===== src/rtl/out_wrapper_controller.sv =====
// Output-side wrapper for the IMC macro: captures a completed result vector and
// streams it out one word at a time over a valid/ready handshake.
module out_wrapper_controller #(
  parameter int DATA_W = 8,
  parameter int N_OUT  = 4,
  localparam int IDX_W = (N_OUT > 1) ? $clog2(N_OUT) : 1
) (
  input  logic                    clk_i,
  input  logic                    rstn_i,
  input  logic                    imc_done_i,
  input  logic [N_OUT*DATA_W-1:0] imc_result_i,
  output logic                    out_ready_o,
  output logic                    data_valid_o,
  output logic [DATA_W-1:0]       data_o,
  input  logic                    data_ready_i,
  output logic [IDX_W-1:0]        word_idx_o,
  output logic                    frame_done_o,
  output logic                    overflow_o
);

  typedef enum logic [1:0] {
    ST_IDLE = 2'd0,
    ST_SEND = 2'd1,
    ST_DONE = 2'd2
  } state_t;

  localparam logic [IDX_W-1:0] LAST_IDX = IDX_W'(N_OUT - 1);

  state_t            state_reg, state_next;
  logic [IDX_W-1:0]  idx_reg, idx_next;
  logic              overflow_reg, overflow_next;
  logic              capture;
  logic [DATA_W-1:0] result_reg [N_OUT];

  // State register
  always_ff @(posedge clk_i or negedge rstn_i) begin
    if (!rstn_i) begin
      state_reg    <= ST_IDLE;
      idx_reg      <= '0;
      overflow_reg <= 1'b0;
    end else begin
      state_reg    <= state_next;
      idx_reg      <= idx_next;
      overflow_reg <= overflow_next;
    end
  end

  // Next-state logic; the index only advances on an accepted word
  always_comb begin
    state_next = state_reg;
    idx_next   = idx_reg;
    capture    = 1'b0;
    case (state_reg)
      ST_IDLE: begin
        if (imc_done_i) begin
          state_next = ST_SEND;
          idx_next   = '0;
          capture    = 1'b1;
        end
      end
      ST_SEND: begin
        if (data_ready_i) begin
          if (idx_reg == LAST_IDX) begin
            state_next = ST_DONE;
          end else begin
            idx_next = idx_reg + IDX_W'(1);
          end
        end
      end
      ST_DONE: begin
        state_next = ST_IDLE;
      end
      default: begin
        state_next = ST_IDLE;
        idx_next   = '0;
      end
    endcase
  end

  // Results arriving outside IDLE are dropped and remembered until reset
  always_comb begin
    overflow_next = overflow_reg | (imc_done_i && (state_reg != ST_IDLE));
  end

  // One register per word so the capture slices map directly onto storage
  for (genvar gi = 0; gi < N_OUT; gi++) begin : g_word
    always_ff @(posedge clk_i or negedge rstn_i) begin
      if (!rstn_i) begin
        result_reg[gi] <= '0;
      end else if (capture) begin
        result_reg[gi] <= imc_result_i[gi*DATA_W +: DATA_W];
      end
    end
  end

  // Outputs decode registered state only
  always_comb begin
    out_ready_o  = (state_reg == ST_IDLE);
    data_valid_o = (state_reg == ST_SEND);
    frame_done_o = (state_reg == ST_DONE);
    overflow_o   = overflow_reg;
    word_idx_o   = '0;
    data_o       = '0;
    if (state_reg == ST_SEND) begin
      word_idx_o = idx_reg;
      data_o     = result_reg[idx_reg];
    end
  end

endmodule


===== config.mk =====
export PLATFORM = sky130hd
export DESIGN_NAME = out_wrapper_controller
export DESIGN_NICKNAME = d
export VERILOG_FILES = /design/src/rtl/out_wrapper_controller.sv
export SDC_FILE = /design/constraint.sdc
export NUM_CORES = 1
export LEC_CHECK = 0
export ABC_AREA = 1
export CAP_MARGIN = 25
export CORE_ASPECT_RATIO = 0.6
export CORE_MARGIN = 4
export CORE_UTILIZATION = 35
export CTS_CLUSTER_DIAMETER = 100
export DETAILED_ROUTE_END_ITERATION = 8
export PLACE_DENSITY = 0.72
export SKIP_CTS_REPAIR_TIMING = 1
export SLEW_MARGIN = 0
export SYNTH_ARGS = -nofsm -noshare
export SYNTH_HDL_FRONTEND = slang
export SYNTH_SLANG_ARGS = --single-unit

===== constraint.sdc =====
create_clock -name clk_i -period 1.2 [get_ports clk_i]
set_clock_uncertainty 0.1 [all_clocks]
set_input_delay 0.24 -clock clk_i [delete_from_list [all_inputs] [get_ports clk_i]]
set_output_delay 0.24 -clock clk_i [all_outputs]
set_load 0.02 [all_outputs]

==> results.md, run 1 <==
- N_diodes: 0
- Fillcell total: 403
- Slew HR: 0.6579
- Gpl congestion: 0.8316
- Antenna Nets Post-Route: 0
- Core area: 5180 µm²
- Worst Path Buf+Inv: 2
- Synthesized netlist net count: 282
- Largest net degree at the start of global routing: 38
- Max Cap Viol: 0
- Register area share after synthesis: 0.4833
- Most frequent cells in the layout: 43 x nand2_1, 36 x dfrtp_1, 34 x clkdlybuf4s50_1, 30 x nor2_1
- Worst-skew pair later-pin latency: 0.29 ns
- Worst hold slack: 0.2215 ns
- Slowest-stage cell, CP: dfrtp_2
- Fmax: 537.7 MHz
- Post-route insts no fill: 401
- Drt drc: 0
- Worst Setup End Kind: output port
- Placed cells: 379
- CTS tree: built
- Yosys warning count: 0
- Period utilization: 1.550
- Worst path required time: 0.86 ns
- Tmin final: 1.860 ns
- CP top delay family: flip-flops
- CTS H-tree depth: 2
- Starting Density: 0.3698
- Setup ws final: -0.6597 ns
- First-pass GRT wire length: 8.549 mm
- Grt total ovfl: 0
- Met3 Usage GRT: 0.05299
- Setup CP Type: flip-flop to output port
- CP Launch Type: flip-flop
- Leak: 1.582 nW
- Starting DRT DRC Count: 59
- Die X: 103.5 µm
- Share of layout cells above drive strength 1: 0.4388
- CP max FO: 6
- Root Driver: clkbuf_8
- Synthesis-to-finish area growth: 74.79%
- Failing checks: negative setup slack
- M1 GR Usage: 0.2314
- HP Class: input port to asynchronous set/reset pin
- DR WL/cell: 15.74 µm
- Commonest non-fill, non-tap cell in the layout: nand2_1
- Final net count: 371
- Slowest cell delay on critical path: 0.49 ns
- Unique masters post-synth: 20
- Die height: 65.31 µm
- IO Count: 50
- Post-Syn Area: 1916 µm²
- Final Hold Fails: 0
- Number of global-route vias before repair: 1,734
- Setup violators final: 50
- Max FFs per register: 32
- Mean area per synthesized cell: 7.819 µm²
- Post-Route WL: 6.312 mm
- Dpl hpwl: 3.945 mm
- Routed vias: 1,935
- Initial antenna violation count: 0
- Worst-margin pin slew: 0.5123 ns
- Routed vias/inst: 4.825
- IO Port Bufs: 49
- DIE AREA: 6760 µm²
- Clock transition at the registers of the reported paths: 0.08 ns
- Crit path DAT: 1.52 ns
- Clk buf depth: 2
- FP Rows: 20
- Worst VDD drop: 0.7988 mV
- Status: finished, violations left
- Pwr/cell area: 2547 nW/µm²
- GRT Total Usage: 0.1603
- Unrepaired setup endpoints after global routing: yes
- Initial DRT Pass Iterations: 4
- Final Slew Violations: 0
- Syn Inst Count: 245
- Synth Register Bits: 37
- GR peak layer: met2
- CP cell instances: buf_6 -> nor2_1 -> nor2_1 -> o21ai_2 -> a21oi_4 -> buf_6
- Routing usage on met2: 0.2329
- CTS Sinks: 37
- CTS buffer count: 5
-- routing by layer --
layer,part of all wire,vias to the layer above
li1,-,948
met1,0.46,904
met4,0.012,0
met5,0,-
met3,0.072,12
met2,0.46,71
-- cells by family (layout without fill, tap and decap cells) --
group                      count (synthesis)  in the layout  share of synthesized area
AOI/OAI and AO/OA                         28             28                     0.1071
adders and majority gates                  1              1                   0.006531
buffers and inverters                     32            121                    0.08099
and+or+nand+nor                          147            148                     0.3220
DFF                                       37             37                     0.4833
-- power breakdown --
part	internal, mW	switching (mW)	total (mW)
registers	1.80	0.527	2.32
logic	2.55	2.72	5.27
clock network	0.466	0.463	0.929
-- metrics by stage --
step	util	setup TNS [ns]	power (mW)	worst slack [ns]	instance area, µm²
finish	0.6464	-16.01	8.528	-0.6597	3348
global route	0.6464	-18.97	9.084	-0.7811	3348
CTS	0.5580	-27.57	7.317	-1.093	2890
detailed placement	0.5394	-22.44	6.382	-0.7611	2794
global placement	0.5394	-20.89	6.261	-0.7076	2794
floorplan	-	-2.918	4.735	-0.2379	2072
-- synth_stat cells --
cell      count  share of area
buf_4         1         0.0039
inv_2         2         0.0039
ha_1          1         0.0065
o211ai_1      1         0.0039
nand2_2       1         0.0033
clkbuf_1      3         0.0059
nand3_1      26          0.068
buf_6         3          0.018
nor2_2        8          0.026
dfrtp_1      37           0.48
nand4_1       1         0.0033
nand2_1      72           0.14
inv_1        16          0.031
o21ai_1       1         0.0026
buf_2         7          0.018
o21ai_0       9          0.024
o21bai_1      1         0.0039
nor2_1       38          0.074
nor2_4        1         0.0059
a21oi_2      16          0.073
-- final cells by class --
type	count	area [µm²]	share of cell area
clock buffer	6	82.58	0.02466
clock inverter	2	13.76	0.004111
inverter	18	78.83	0.02354
multi-input combinational	177	1146	0.3423
sequential	37	927.1	0.2769
tap	66	82.58	0.02466
timing repair buffer	94	1010	0.3016
timing repair inverter	1	7.507	0.002242
-- path summary, 6_finish.rpt --
check | startpoint | end | slack [ns] | cells after the start
worst min register to register | result_reg[28]$_DFFE_PN0P_ | result_reg[28]$_DFFE_PN0P_ | 0.41 | 2
worst min-delay path | rstn_i | result_reg[0]$_DFFE_PN0P_ | 0.22 | 2
max in group asynchronous | rstn_i | idx_reg[0]$_DFFE_PN0P_ | 0.58 | 2
worst max register to register | idx_reg[0]$_DFFE_PN0P_ | idx_reg[1]$_DFFE_PN0P_ | -0.31 | 6
min in group clk_i | imc_result_i[6] | result_reg[30]$_DFFE_PN0P_ | 0.40 | 3
worst max-delay path | idx_reg[0]$_DFFE_PN0P_ | data_o[1] | -0.66 | 6
Note: power is estimated with default switching activity, not from simulation.
==> inputs of run 2 (changes only) <==
- PLACE_DENSITY: 0.72 -> unset
- PLACE_DENSITY_LB_ADDON: unset -> 0.25
- SETUP_SLACK_MARGIN: unset -> 0.15
==> run 2 against run 1 <==
Net effect:
- the flow still finishes with violations (negative setup slack)
- sequential power decreased by 5%
- critical path depth increased by 1
- worst hold slack improved by 0.064 ns
- power decreased by 6.2%
- critical path type unchanged
- largest cell class unchanged
==> results.md, run 2 (synthesis results as in run 1) <==
- Status: finished, violations left
- Failing checks: negative setup slack
- Clk buf depth: 2 (unchanged)
- Worst path required time: 0.86 ns (about the same)
- Dpl hpwl: 4.080 mm (+3.4%)
- CTS Sinks: 37 (unchanged)
- Grt total ovfl: 0 (unchanged)
- R2R Path Start: state_reg[1]$_DFFE_PN0P_
- Final core occ: 0.6174 (-0.02899)
- Antenna Nets Post-Route: 0 (unchanged)
- DIE AREA: 6760 µm² (unchanged)
- FF-to-FF setup slack: -0.26 ns (+0.05 ns)
- Sw frac: 0.4211 (-0.01406)
- Routed vias/inst: 4.727 (-2.0%)
- Drt drc: 0 (unchanged)
- DR WL/cell: 14.61 µm (-7.2%)
- Root Driver: clkbuf_8
- Tmin final: 1.775 ns (-0.08436 ns)
- Max Cap Viol: 0 (unchanged)
- Reg2reg path depth: 7 (+1)
- CP cell instances: buf_4 -> nor2_1 -> nor2_1 -> o21ai_0 -> buf_4 -> a21oi_4 -> buf_6
- Max FFs per register: 32 (unchanged)
- Core area: 5180 µm² (unchanged)
- Total power: 7.995 mW (-6.2%)
- Slew HR: 0.6461 (-0.01178)
- FP Rows: 20 (unchanged)
- Initial DRT Pass Iterations: 4 (unchanged)
- Post-Route WL: 5.828 mm (-7.7%)
- Pwr/cell area: 2500 nW/µm² (-1.8%)
- IO Count: 50 (unchanged)
- Post-route insts no fill: 399 (-0.50%)
- Most frequent cells in the layout: 43 x nand2_1, 36 x dfrtp_1, 33 x clkdlybuf4s50_1, 32 x nor2_1, 29 x buf_4
- N_diodes: 0 (unchanged)
- Clock share of power: 0.102 (-0.007)
- Die height: 65.31 µm (unchanged)
- First-pass GRT wire length: 8.749 mm (+2.3%)
- Worst-margin pin slew: 0.5300 ns (+0.01764 ns)
- FF-to-FF End: result_reg[19]$_DFFE_PN0P_
- Power share of the sequential group: 0.275 (+0.002)
- Leak: 1.522 nW (-3.8%)
- CTS tree: built
- Placed cells: 385 (+1.6%)
- Fmax: 563.3 MHz (+4.8%)
- CTS H-tree depth: 2 (unchanged)
- CP max FO: 6 (unchanged)
- Largest net degree at the start of global routing: 26 (-32%)
- Slowest-stage cell, CP: dfrtp_2
- Period utilization: 1.479 (-0.07030)
- Starting DRT DRC Count: 122 (+110%)
- CTS buffer count: 5 (unchanged)
- Gpl congestion: 0.8781 (+5.6%)
- Number of global-route vias before repair: 1,760 (+1.5%)
- Initial antenna violation count: 0 (unchanged)
- Setup violators final: 50 (unchanged)
- CP Launch Type: flip-flop
- GRT Total Usage: 0.1645 (+0.004194)
- Unrepaired setup endpoints after global routing: yes
- Final Slew Violations: 0 (unchanged)
- IO Port Bufs: 49 (unchanged)
- Starting Density: 0.3698 (unchanged)
- Crit path DAT: 1.44 ns (-0.08 ns)
- Commonest non-fill, non-tap cell in the layout: nand2_1
- Slowest cell delay on critical path: 0.43 ns (-0.06 ns)
- Setup ws final: -0.5754 ns (+0.08436 ns)
- Int Pwr: 4.628 mW (-3.9%)
- Share of layout cells above drive strength 1: 0.3964 (-0.04241)
- Worst-skew pair later-pin latency: 0.28 ns (about the same)
- Final Hold Fails: 0 (unchanged)
- Sw Pwr: 3.367 mW (-9.3%)
- Final net count: 369 (-0.54%)
- Die X: 103.5 µm (unchanged)
- Comb pwr share: 0.623 (+0.005)
- Clock transition at the registers of the reported paths: 0.07 ns (about the same)
- Worst VDD drop: 1.191 mV (+49%)
- Setup CP Type: flip-flop to output port
- Worst Setup End Kind: output port
- HP Class: input port to asynchronous set/reset pin
- Synthesis-to-finish area growth: 66.95%
- Routed vias: 1,886 (-2.5%)
## run 2: worst max path at each step
stage	start	end	slack, ns	depth (start not counted)
2_1_floorplan	state_reg[0]$_DFFE_PN0P_	data_o[0]	-0.24	5
3_3_place_gp	idx_reg[0]$_DFFE_PN0P_	data_o[7]	-0.75	6
3_5_place_dp	idx_reg[0]$_DFFE_PN0P_	data_o[0]	-0.79	6
4_1_cts	idx_reg[0]$_DFFE_PN0P_	data_o[0]	-1.11	6
5_1_grt	idx_reg[0]$_DFFE_PN0P_	data_o[6]	-0.66	7
6_report	idx_reg[0]$_DFFE_PN0P_	data_o[5]	-0.58	7
## run 2: power groups by stage
stage	combinational, mW	sequential, mW	clock (mW)
finish	4.98	2.20	0.815
global route	5.39	2.26	0.902
CTS	4.38	2.10	0.847
detailed placement	4.35	2.11	0
global placement	4.29	2.10	0
floorplan	2.72	2.02	0
## run 2: cell type report
type	count	area [µm²]
Clock buffer	8	80.08
Fill cell	428	1982
Inverter	18	72.57
Multi-Input combinational cell	177	1089
Sequential cell	37	927.1
Tap cell	66	82.58
Timing Repair Buffer	93	947.2
## run 2: metrics by stage
step / instance area, µm² / setup TNS, ns / hold WS [ns] / setup WS (ns)
floorplan: 2072 / -2.900 / -0.1556 / -0.2379
global placement: 2834 / -20.57 / 0.05787 / -0.7537
detailed placement: 2834 / -20.78 / 0.05653 / -0.7932
CTS: 2914 / -25.66 / -0.2497 / -1.112
global route: 3198 / -17.02 / 0.3208 / -0.6595
finish: 3198 / -14.15 / 0.2859 / -0.5754
## run 2: layer usage
metal  global-route usage  share of wire
met4              0.03980         0.0088
met5                    0              0
met2               0.2288           0.44
met1               0.2437           0.48
met3              0.05496          0.069
## run 2: worst max-delay path: cells and delay by family (launching register included)
family | cells | cell delay [ns]
and+or+nand+nor | 2 | 0.10
DFF | 1 | 0.43
buffers and inverters | 3 | 0.41
AOI/OAI and AO/OA | 2 | 0.21
